===== config.mk =====
export PLATFORM = sky130hd
export DESIGN_NAME = core_writeback_arbiter
export DESIGN_NICKNAME = d
export VERILOG_FILES = /design/src/rtl/core_writeback_arbiter.sv
export SDC_FILE = /design/constraint.sdc
export NUM_CORES = 1
export LEC_CHECK = 0
export BUFFER_PORTS_ARGS = -buffer_cell sky130_fd_sc_hd__buf_2
export CAP_MARGIN = 5
export CORE_ASPECT_RATIO = 1.5
export CORE_MARGIN = 8
export CORE_UTILIZATION = 40
export CTS_BUF_LIST = sky130_fd_sc_hd__clkbuf_8
export CTS_CLUSTER_DIAMETER = 80
export CTS_CLUSTER_SIZE = 16
export DETAILED_ROUTE_END_ITERATION = 10
export PLACE_DENSITY = 0.6
export SYNTH_ARGS = -nofsm -noshare
export SYNTH_HDL_FRONTEND = slang
export SYNTH_SLANG_ARGS = --single-unit

===== constraint.sdc =====
create_clock -name clk -period 13.9 [get_ports clk]
set_clock_uncertainty 0.2 [all_clocks]
set_input_delay 1.39 -clock clk [delete_from_list [all_inputs] [get_ports clk]]
set_output_delay 1.39 -clock clk [all_outputs]
set_load 0.03 [all_outputs]

===== src/rtl/core_writeback_arbiter.sv =====
// rtl/core_writeback_arbiter.sv - five-unit result buffer and dual write-port scheduler
//
// Purpose: buffers one result per execution unit (0=alu_a, 1=alu_b, 2=branch,
// 3=ldst, 4=mul) and retires up to two per cycle onto register-file write ports
// A and B. Grants rotate from rr_ptr. Writes to the same register keep arrival order.
//
// Ports:
//   clk, rst                   clock, synchronous active-high reset
//   src_valid/src_rd/src_value per-unit result offer (rd 4b, value 32b per unit)
//   src_stall, wb_stall_branch per-unit back-pressure (branch copy separately)
//   wr_a_*, wr_b_*             write ports, combinational from buffer state
//   pending_mask               one-hot OR of rd over all occupied buffers
//   perf_stall_cycles          saturating stall-cycle counter
//
// Optional: define WB_PERF_EN to build the counter; otherwise it is tied to 0.
module core_writeback_arbiter #(
  parameter int RR_INIT = 0,
  parameter int PERF_W  = 32
) (
  input  logic              clk,
  input  logic              rst,
  input  logic [4:0]        src_valid,
  input  logic [19:0]       src_rd,
  input  logic [159:0]      src_value,
  output logic [4:0]        src_stall,
  output logic              wb_stall_branch,
  output logic              wr_a_en,
  output logic [3:0]        wr_a_rd,
  output logic [31:0]       wr_a_value,
  output logic              wr_b_en,
  output logic [3:0]        wr_b_rd,
  output logic [31:0]       wr_b_value,
  output logic [15:0]       pending_mask,
  output logic [PERF_W-1:0] perf_stall_cycles
);
  localparam int N = 5;

  logic [N-1:0] occ;
  logic [3:0]   rd_q  [N];
  logic [31:0]  val_q [N];
  logic [N-1:0] older [N];       // older[i][j]: entry i arrived before entry j
  logic [2:0]   rr_ptr;

  logic [N-1:0] elig;
  logic [N-1:0] gnt;
  logic [N-1:0] cap;
  logic         found_a;
  logic         found_b;
  logic [2:0]   idx_a;
  logic [2:0]   idx_b;
  logic [2:0]   scan_idx;
  logic [3:0]   scan_sum;
  logic [2:0]   last_idx;
  logic [2:0]   rr_next;
  logic [N-1:0] older_next [N];

  // An entry may retire only when no older occupied entry targets the same rd.
  always_comb begin
    for (int i = 0; i < N; i++) begin
      elig[i] = occ[i];
      for (int j = 0; j < N; j++) begin
        if (occ[j] && older[j][i] && (rd_q[j] == rd_q[i])) elig[i] = 1'b0;
      end
    end
  end

  // Rotating scan from rr_ptr: first eligible hit goes to port A, second to B.
  always_comb begin
    found_a  = 1'b0;
    found_b  = 1'b0;
    idx_a    = 3'd0;
    idx_b    = 3'd0;
    scan_sum = 4'd0;
    scan_idx = 3'd0;
    for (int k = 0; k < N; k++) begin
      scan_sum = 4'(rr_ptr) + 4'(k);
      scan_idx = (scan_sum >= 4'd5) ? 3'(scan_sum - 4'd5) : 3'(scan_sum);
      if (elig[scan_idx]) begin
        if (!found_a) begin
          found_a = 1'b1;
          idx_a   = scan_idx;
        end else if (!found_b) begin
          found_b = 1'b1;
          idx_b   = scan_idx;
        end
      end
    end
    gnt = '0;
    if (found_a) gnt[idx_a] = 1'b1;
    if (found_b) gnt[idx_b] = 1'b1;
  end

  assign last_idx = found_b ? idx_b : idx_a;
  assign rr_next  = (last_idx == 3'd4) ? 3'd0 : last_idx + 3'd1;

  // No write may leave the block in a cycle where rst is asserted.
  assign wr_a_en    = found_a & ~rst;
  assign wr_a_rd    = rd_q[idx_a];
  assign wr_a_value = val_q[idx_a];
  assign wr_b_en    = found_b & ~rst;
  assign wr_b_rd    = rd_q[idx_b];
  assign wr_b_value = val_q[idx_b];

  // src_stall also marks entries that survive this edge; cap may refill a
  // buffer that is being granted in the same cycle.
  assign src_stall       = occ & ~gnt;
  assign wb_stall_branch = src_stall[2];
  assign cap             = src_valid & ~src_stall;

  always_comb begin
    pending_mask = '0;
    for (int i = 0; i < N; i++) begin
      if (occ[i]) pending_mask[rd_q[i]] = 1'b1;
    end
  end

  // Age matrix update. A new entry is younger than every survivor, and among
  // same-cycle arrivals the lower unit index is older. Cleared entries lose
  // their row and column.
  always_comb begin
    for (int i = 0; i < N; i++) begin
      older_next[i] = '0;
      for (int j = 0; j < N; j++) begin
        if (i == j) begin
          older_next[i][j] = 1'b0;
        end else if (cap[j]) begin
          older_next[i][j] = src_stall[i] | (cap[i] && (i < j));
        end else if (cap[i]) begin
          older_next[i][j] = 1'b0;
        end else if (gnt[i] || gnt[j]) begin
          older_next[i][j] = 1'b0;
        end else begin
          older_next[i][j] = older[i][j];
        end
      end
    end
  end

  always_ff @(posedge clk) begin
    if (rst) begin
      occ    <= '0;
      rr_ptr <= 3'(RR_INIT);
      for (int i = 0; i < N; i++) older[i] <= '0;
    end else begin
      for (int i = 0; i < N; i++) begin
        older[i] <= older_next[i];
        if (cap[i]) begin
          occ[i]   <= 1'b1;
          rd_q[i]  <= src_rd[4*i +: 4];
          val_q[i] <= src_value[32*i +: 32];
        end else if (gnt[i]) begin
          occ[i] <= 1'b0;
        end
      end
      if (found_a) rr_ptr <= rr_next;
    end
  end

`ifdef WB_PERF_EN
  logic [PERF_W-1:0] perf_q;

  always_ff @(posedge clk) begin
    if (rst) begin
      perf_q <= '0;
    end else if (|src_stall && !(&perf_q)) begin
      perf_q <= perf_q + PERF_W'(1);
    end
  end

  assign perf_stall_cycles = perf_q;
`else
  assign perf_stall_cycles = '0;
`endif

endmodule


==> results of run 1 <==
cells by family (layout without fill, tap and decap cells):
kind of cell | count (synthesis) | count (layout)
buf+inv | 140 | 347
xor+xnor | 42 | 42
mux | 140 | 140
other cells | 1 | 41
fa+ha+maj | 11 | 11
compound gates | 242 | 242
flops | 208 | 208
simple gates | 362 | 362
per-stage QoR:
stage	setup slack [ns]	instance area, sq um	cells	utilization, %	hold WS [ns]
after floorplan	7.69	12700	1177	-	0.234
after global placement	5.44	14100	1766	45.5	0.254
final	4.82	14400	1798	46.4	0.281
after global routing	4.39	14400	1796	46.4	0.303
after CTS	4.79	14300	1789	46.3	0.286
after detailed placement	5.41	14100	1766	45.5	0.257
registers in the layout, summed over array words and instances, names as in the netlist:
name	count
older	20
rr_ptr	3
val_q	160
rd_q	20
occ	5
critical path, stage by stage, from the launching register on:
cell       delay (ns)
dfxtp_1          0.87
inv_1            0.41
ha_1             0.34
ha_1             0.43
a211o_1          0.35
mux2_4           0.33
or4_4            0.57
o22a_4           0.25
and4_4           0.16
and2_4           0.15
o31a_1           0.36
a2bb2oi_4        0.91
buf_4            0.75
mux2_2           0.41
a221o_1          0.34
buf_2            0.19
how the worst min path moves through the flow:
| stage | to | slack [ns] |
|---|---|---|
| CTS | older[0][21]$_SDFFE_PP0P_ | 0.29 |
| floorplan | older[0][9]$_SDFFE_PP0P_ | 0.23 |
| global placement | older[0][21]$_SDFFE_PP0P_ | 0.25 |
| finish | older[0][20]$_SDFFE_PP0P_ | 0.28 |
| detailed placement | older[0][21]$_SDFFE_PP0P_ | 0.26 |
| global route | older[0][20]$_SDFFE_PP0P_ | 0.30 |
final cells by class:
| type | count | share of cell area (%) |
|---|---|---|
| sequential | 208 | 41.6 |
| inverter | 30 | 0.784 |
| clock buffer | 17 | 1.63 |
| antenna | 9 | 0.157 |
| timing repair buffer | 294 | 10.5 |
| clock inverter | 6 | 0.157 |
| tap | 405 | 3.53 |
| multi-input combinational | 829 | 41.7 |
per-layer routing:
metal | vias up | share of wire, % | track usage, %
met3 | 153 | 6.3 | 3.71
met4 | 10 | 6.2 | 15.5
met2 | 566 | 52 | 41.9
li1 | 4811 | - | -
met1 | 5198 | 35 | 23.7
met5 | - | 0.15 | 0
cell usage in the layout (no fill, tap or decap), drive strengths merged, types with 12 or more instances in the layout:
cell type and instances:
nand2 113, nor3 25, buf 294, dfxtp 28, nand3 23, nand2b 17
xnor2 30, mux2 33, inv 36, a221o 38, o221ai 50, a21oi 22
clkbuf 17, nand4 13, o22ai 19, nor2b 12, a211oi 12, xor2 12
conb 32, mux2i 107, edfxtp 180, nor2 93
==> flow_summary_export.csv, run 1 <==
group,metric,value,unit
placement,numPortBuffers,282,
critical_path,critPathArrivalTime,7.49,ns
synth,synth_top_family_by_area,"compound AO/OA/AOI/OAI gates",
drt,ant_nets,0,
synth,synth_compound_area_share,16.6,%
clock_network,insertion_delay,0.54,ns
sta,slew_headroom,22.0,%
synth,yosysUniqueCellTypes,91,
sta,setup_viol,0,
placement,hpwl,32100,um
critical_path,r2r_start,"rr_ptr[0]$_SDFFE_PP0P_",
synth,synth-xor-area-share,2.93,%
drt,viasPerCell,5.97,
clock_network,clk_pin_slew_worst_paths,0.11,ns
hold_path,min_path_type,"register to register",
sta,fin_tns_setup,0,ns
sta,finalHoldViolCount,0,
drt,dr.first_iter.drc_count,874,
clock_network,cts-root-buf,"clkbuf_8",
cells_and_area,seq_area,0.00597,sq mm
synth,synth-edff-count,180,
critical_path,crit_fanout,50,
floorplan,fp.dieH,233,um
synth,dominantRegCellSynth,"edfxtp_1",
critical_path,cp-start-kind,"register",
cells_and_area,drive_gt1_share,28.5,%
synth,muxShareOfSynthArea,11.5,%
synth,ys_seq_elements,208,
synth,synth_top_area_share,43.1,%
sta,fin_crit,9.08,ns
global_route,grt_use_total,22.9,%
critical_path,worstSetupPathType,"register to primary output",
global_route,antenna_found_initial,14,
cells_and_area,fill_cells,2924,
hold_path,worstHoldStart,"older[0][20]$_SDFFE_PP0P_",
synth,synthCells,1146,
synth,synth_area_per_cell,10.9,sq um
cells_and_area,multi_input_area,0.00599,sq mm
hold_path,min_path_cells,2,
drt,wl,45100,um
job,maxCapViolCount,0,
sta,finalMaxSlewViolations,0,
critical_path,rrSetupSlack,5.84,ns
clock_network,holdBufCountCts,0,
synth,yosysWarnings,0,
sta,timing.fmax,110,MHz
critical_path,reg2reg_to,"val_q[0][3]$_DFFE_PP_",
floorplan,die_w,161,um
global_route,grt_pass1_vias,11300,
cells_and_area,area_growth,14.5,%
clock_network,cts.sinks,208,
drt,wire_per_inst,25.1,um
outcome,status,"finished, final reports clean",
drt,first_pass_iters,7,
clock_network,cts_buffer_depth,3,
synth,synthAdderAreaFrac,1.16,%
clock_network,cts_tree,"built",
global_route,grt_pass1_wl,65800,um
floorplan,initial_core_util,40.5,%
synth,synth_area_leaders,"edfxtp_1 43%, mux2i_1 8.5%, dfxtp_1 4.5%",
critical_path,cp-startpoint,"rr_ptr[0]$_SDFFE_PP0P_",
critical_path,crit_path_end_kind,"primary output",
critical_path,ff2ff_path_depth,15,
clock_network,cts_made_buffers,16,
sta,fin_crit_sh,65.3,%
floorplan,rows,79,
clock_network,cts.repair.resized,0,
synth,synth-simple-area-share,14.3,%
global_route,grt_max_degree,51,
sta,tightest_slew,1.17,ns
critical_path,cp.required,12.31,ns
floorplan,io_pins,315,
synth,synth_most_common_cell,"edfxtp_1",
synth,yosysSeqAreaShare,47.6,%
placement,gp_congestion,0.935,
clock_network,h-tree-depth,1,
synth,synth-async-reset-ratio,0,%
global_route,grt_overflow,0,
critical_path,crit_end,"wr_b_value[2]",
synth,synth_top_area_cell,"edfxtp_1",
sta,rsz0062_at_grt,"false",
cells_and_area,nets,1577,
synth,mappedNetlistArea,0.0125,sq mm
floorplan,core,0.0309,sq mm
drt,drc,0,
synth,synthTopCellsByCount,"180 x edfxtp_1, 113 x nand2_1, 107 x mux2i_1, 93 x nor2_1",
drt,vias,10700,
floorplan,dieArea,0.0374,sq mm
clock_network,postCtsSetupBuffers,0,
Power of run 1 is not shown: default switching activity piles up to over one toggle a cycle in this logic, so the estimate is an artifact.
==> run 2, diff against run 1 <==
PLACE_DENSITY = 0.62   (was 0.6)
clock period = 7.7 ns   (was 13.9 ns; I/O delays follow)
==> run 2 against run 1 <==
  * Wire length fell by 1.7%
  * Setup slack worse by 4.1 ns
  * Non-clock buffer count grew 15
  * First-iteration DRC count grew 11%
  * Count of clock-buffer cells in the layout unchanged
  * Final cell count rose by 1.1%
  * Sequential share of layout area shrank 0.54 points
  * Hold slack got worse by 0.086 ns
  * Highest routed layer unchanged
==> flow_summary_export.csv, run 2 (synthesis results as in run 1) <==
group,metric,value,unit
outcome,status,"finished, final reports clean",
clock_network,cts_made_buffers,16,
cells_and_area,fin_area,0.0145,sq mm
clock_network,cts-root-buf,"clkbuf_8",
job,maxCapViolCount,0,
clock_network,clk_pin_slew_worst_paths,0.12,ns
sta,fin_crit,6.97,ns
sta,fin_tns_setup,0,ns
drt,ant_nets,0,
global_route,grt_max_degree,43,
critical_path,ff2ff_path_depth,15,
clock_network,cts.repair.resized,0,
global_route,grt_overflow,0,
placement,gp_congestion,0.922,
clock_network,insertion_delay,0.54,ns
critical_path,worstSetupPathType,"register to primary output",
critical_path,path_delay_family,"compound AO/OA/AOI/OAI gates",
sta,finalHoldViolCount,0,
placement,numPortBuffers,282,
global_route,grt_pass1_vias,11000,
placement,place_ws,1.31,ns
critical_path,crit_fanout,24,
floorplan,dieArea,0.0374,sq mm
cells_and_area,top_register,"val_q",
critical_path,critPathMostFrequentCell,"ha_1",
sta,rsz0062_at_grt,"false",
critical_path,reg2reg_to,"val_q[0][7]$_DFFE_PP_",
floorplan,fp.dieH,233,um
clock_network,postCtsSetupBuffers,0,
cells_and_area,fill_cells,2929,
sta,timing.fmax,143,MHz
floorplan,rows,79,
placement,hpwl,32800,um
clock_network,holdBufCountCts,0,
sta,slew_headroom,38.0,%
critical_path,slowest_delay,0.56,ns
cells_and_area,final_util,47.0,%
drt,viasPerCell,5.87,
critical_path,cp-start-kind,"register",
drt,wl,44300,um
placement,placed_cell_area,0.0143,sq mm
critical_path,path_depth,14,
drt,vias,10700,
critical_path,path_buf_inv,3,
critical_path,crit_path_end_kind,"primary output",
clock_network,cts_tree,"built",
floorplan,io_pins,315,
cells_and_area,reg_top3,"val_q (160), older (20), rd_q (20)",
cells_and_area,nets,1592,
critical_path,cp.required,6.73,ns
sta,tightest_slew,0.928,ns
global_route,grt_pass1_wl,65100,um
cells_and_area,drive_gt1_share,29.2,%
hold_path,min_path_type,"input port to register",
clock_network,h-tree-depth,1,
critical_path,worst_path_max_delay_cell,"or4_4",
critical_path,rrSetupSlack,1.23,ns
floorplan,initial_core_util,40.5,%
floorplan,die_w,161,um
drt,first_pass_iters,5,
critical_path,cp-startpoint,"rr_ptr[1]$_SDFFE_PP0P_",
global_route,antenna_found_initial,14,
drt,wire_per_inst,24.4,um
clock_network,cts.sinks,208,
hold_path,min_path_cells,1,
critical_path,critPathArrivalTime,6.00,ns
clock_network,cts_buffer_depth,3,
cells_and_area,layout_commonest_cell,"buf_2",
cells_and_area,largest_reg_flops,160,
floorplan,core,0.0309,sq mm
cells_and_area,layout_common_cells,"282 x buf_2, 180 x edfxtp_1, 113 x nand2_1, 107 x mux2i_1, 93 x nor2_1",
drt,drc,0,
critical_path,path_cells,"inv_1 -> ha_1 -> ha_1 -> a211o_1 -> mux2_4 -> or4_4 -> o22ai_2 -> o211ai_2 -> nor3_1 -> a2bb2oi_4 -> nand2b_2 -> buf_4 -> o221ai_1 -> buf_2",
hold_path,worstHoldStart,"src_value[90]",
sta,setup_ws,0.731,ns
critical_path,crit_end,"wr_a_value[12]",
cells_and_area,area_growth,16.0,%
sta,setup_viol,0,
sta,fin_crit_sh,90.5,%
critical_path,r2r_start,"rr_ptr[1]$_SDFFE_PP0P_",
drt,dr.first_iter.drc_count,972,
global_route,grt_use_total,22.6,%
sta,finalMaxSlewViolations,0,
cells_and_area,multi_input_area,0.00599,sq mm
cells_and_area,seq_area,0.00597,sq mm
==> run 2: cell types whose count changed in the layout (fill, tap and decap cells not counted) <==
cell	change
inv_2	-1
diode_2	+5
buf_4	+10
buf_12	+5
clkinv_1	+1
==> run 2: worst min-delay path by stage <==
stage | to | slack (ns)
global placement | older[0][20]$_SDFFE_PP0P_ | 0.25
finish | val_q[2][26]$_DFFE_PP_ | 0.19
floorplan | older[0][9]$_SDFFE_PP0P_ | 0.23
detailed placement | older[0][20]$_SDFFE_PP0P_ | 0.25
global route | val_q[3][28]$_DFFE_PP_ | 0.17
CTS | val_q[2][26]$_DFFE_PP_ | 0.16
==> run 2: cell type report <==
class                      count  area share, %
antenna                       14          0.241
clock inverter                 6          0.155
timing repair buffer         309           11.5
tap                          405           3.48
clock buffer                  17           1.61
inverter                      30          0.774
sequential                   208           41.0
multi-input combinational    829           41.2
==> run 2: layer usage <==
layer	vias to the layer above	track usage (%)	wire (um)
li1	4837	-	-
met1	5211	24.1	16200
met2	497	42.3	23600
met3	118	3.22	2500
met4	2	12.0	2020
met5	-	0	11
==> run 2: metrics by stage <==
| step | hold slack, ns | cells |
|---|---|---|
| after floorplan | 0.234 | 1177 |
| after global placement | 0.248 | 1781 |
| after detailed placement | 0.249 | 1781 |
| after CTS | 0.160 | 1804 |
| after global routing | 0.169 | 1815 |
| final | 0.194 | 1818 |
Power of run 2 is left out for the same reason.
==> run 3, diff against run 2 <==
--- a/config.mk
+++ b/config.mk
@@ -6,4 +6,5 @@
 export NUM_CORES = 1
 export LEC_CHECK = 0
+export ABC_CLOCK_PERIOD_IN_PS = 7700
 export BUFFER_PORTS_ARGS = -buffer_cell sky130_fd_sc_hd__buf_2
 export CAP_MARGIN = 5
==> constraint.sdc (replaced) <==
create_clock -name clk -period 7.7 [get_ports clk]
set_clock_uncertainty 0.2 [all_clocks]
set_input_delay 0.77 -clock clk [delete_from_list [all_inputs] [get_ports clk]]
set_output_delay 0.77 -clock clk [all_outputs]
set_load 0.01 [all_outputs]
==> run 3 against run 2 <==
  * Setup slack worse by 0.22 ns
  * Wire length grew 1.2%
  * Fmax is 3.0% lower
  * Sequential share of layout area is 0.19 points lower
  * Critical path depth is 1 higher
  * Highest routed layer unchanged
  * Via count is 1.1% higher
  * Die area did not move
==> flow_summary_export.csv, run 3 (synthesis results as in run 1) <==
group,metric,value,unit
drt,ant_nets,0,
cells_and_area,drive_gt1_share,29.6,%
cells_and_area,reg_top3,"val_q (160), older (20), rd_q (20)",
cells_and_area,largest_reg_flops,160,
global_route,grt_pass1_wl,66400,um
clock_network,holdBufCountCts,0,
global_route,antenna_found_initial,17,
placement,numPortBuffers,282,
critical_path,worst_path_max_delay_cell,"a2bb2oi_4",
drt,topRoutingLayerUsed,"met5",
placement,gp_congestion,0.941,
cells_and_area,top_register,"val_q",
floorplan,rows,79,
critical_path,crit_fanout,23,
critical_path,path_buf_inv,3,
outcome,status,"finished, final reports clean",
drt,first_pass_iters,6,
floorplan,initial_core_util,40.5,%
global_route,grt_pass1_vias,11300,
sta,setup_viol,0,
sta,finalMaxSlewViolations,0,
global_route,grt_max_degree,43,
drt,wl_met3,2930,um
job,maxCapViolCount,0,
clock_network,cts.repair.resized,0,
critical_path,r2r_start,"rr_ptr[1]$_SDFFE_PP0P_",
clock_network,cts_tree,"built",
clock_network,postCtsSetupBuffers,0,
floorplan,dieArea,0.0374,sq mm
clock_network,cts_made_buffers,16,
drt,drc,0,
critical_path,cp-startpoint,"rr_ptr[1]$_SDFFE_PP0P_",
drt,vias,10800,
critical_path,worstSetupPathType,"register to primary output",
sta,slew_headroom,41.3,%
clock_network,cts_buffer_depth,3,
sta,fin_tns_setup,0,ns
cells_and_area,layout_commonest_cell,"buf_2",
critical_path,path_delay_family,"compound AO/OA/AOI/OAI gates",
floorplan,die_w,161,um
floorplan,fp.dieH,233,um
drt,wire_per_inst,24.5,um
drt,wl_met1,15900,um
critical_path,critPathMostFrequentCell,"ha_1",
sta,fin_crit,7.18,ns
clock_network,cts-root-buf,"clkbuf_8",
floorplan,io_pins,315,
global_route,grt_overflow,0,
drt,viasPerCell,5.90,
critical_path,cp.required,6.73,ns
drt,dr.first_iter.drc_count,914,
clock_network,insertion_delay,0.52,ns
critical_path,slowest_delay,0.68,ns
placement,hpwl,33400,um
sta,timing.fmax,139,MHz
global_route,grt_use_total,23.0,%
critical_path,critPathArrivalTime,6.21,ns
critical_path,path_cells,"inv_1 -> ha_1 -> ha_1 -> a211o_1 -> mux2_4 -> or4_4 -> o22a_4 -> and4_4 -> a21o_1 -> a211oi_2 -> a2bb2oi_4 -> buf_12 -> mux2_2 -> a221o_1 -> buf_2",
drt,met2_length,23500,um
cells_and_area,nets,1600,
critical_path,cp-start-kind,"register",
floorplan,core,0.0309,sq mm
cells_and_area,fill_cells,2889,
critical_path,crit_path_end_kind,"primary output",
clock_network,h-tree-depth,1,
sta,rsz0062_at_grt,"false",
sta,tightest_slew,0.879,ns
drt,wl,44800,um
cells_and_area,layout_common_cells,"282 x buf_2, 180 x edfxtp_1, 113 x nand2_1, 107 x mux2i_1, 93 x nor2_1",
clock_network,clk_pin_slew_worst_paths,0.11,ns
sta,finalHoldViolCount,0,
clock_network,cts.sinks,208,
hold_path,worstHoldStart,"src_value[56]",
cells_and_area,area_growth,16.5,%
hold_path,min_path_type,"input port to register",
sta,fin_crit_sh,93.3,%
[run 3: changes by cell type in the layout (fill, tap and decap cells not counted)]
| cell | before | now |
|---|---|---|
| diode_2 | 14 | 15 |
| buf_4 | 22 | 30 |
| a211oi_2 | 2 | 3 |
| a211oi_1 | 9 | 8 |
[run 3: worst paths after layout]
check / to / slack (ns) / depth (start not counted)
worst max-delay path: wr_b_value[21] / 0.52 / 15
worst max register to register: val_q[0][7]$_DFFE_PP_ / 1.08 / 15
worst min-delay path: val_q[1][24]$_DFFE_PP_ / 0.21 / 1
worst min register to register: older[0][20]$_SDFFE_PP0P_ / 0.28 / 2
[run 3: per-layer routing]
| metal | vias up | GRT usage (%) |
|---|---|---|
| met5 | - | 0 |
| met4 | 4 | 14.3 |
| met3 | 138 | 3.77 |
| met2 | 564 | 41.9 |
| met1 | 5228 | 24.5 |
| li1 | 4850 | - |
[run 3: per-stage QoR]
stage               hold slack, ns  setup WS [ns]  area (sq um)  instances  utilization [%]
global route                 0.190          0.257         14600       1825             47.2
detailed placement           0.257           1.00         14300       1789             46.3
floorplan                    0.234           1.81         12700       1177                -
CTS                          0.176          0.351         14600       1812             47.1
global placement             0.250           1.02         14300       1789             46.3
finish                       0.213          0.515         14600       1827             47.2
[run 3: area by class of cell]
class	count	area, sq um	share of cell area, %
multi-input combinational	829	6000	41.0
sequential	208	5970	40.8
timing repair buffer	317	1740	11.9
tap	405	507	3.47
clock buffer	17	234	1.60
inverter	30	113	0.771
antenna	15	37.5	0.257
clock inverter	6	22.5	0.154
Power of run 3 is left out for the same reason.
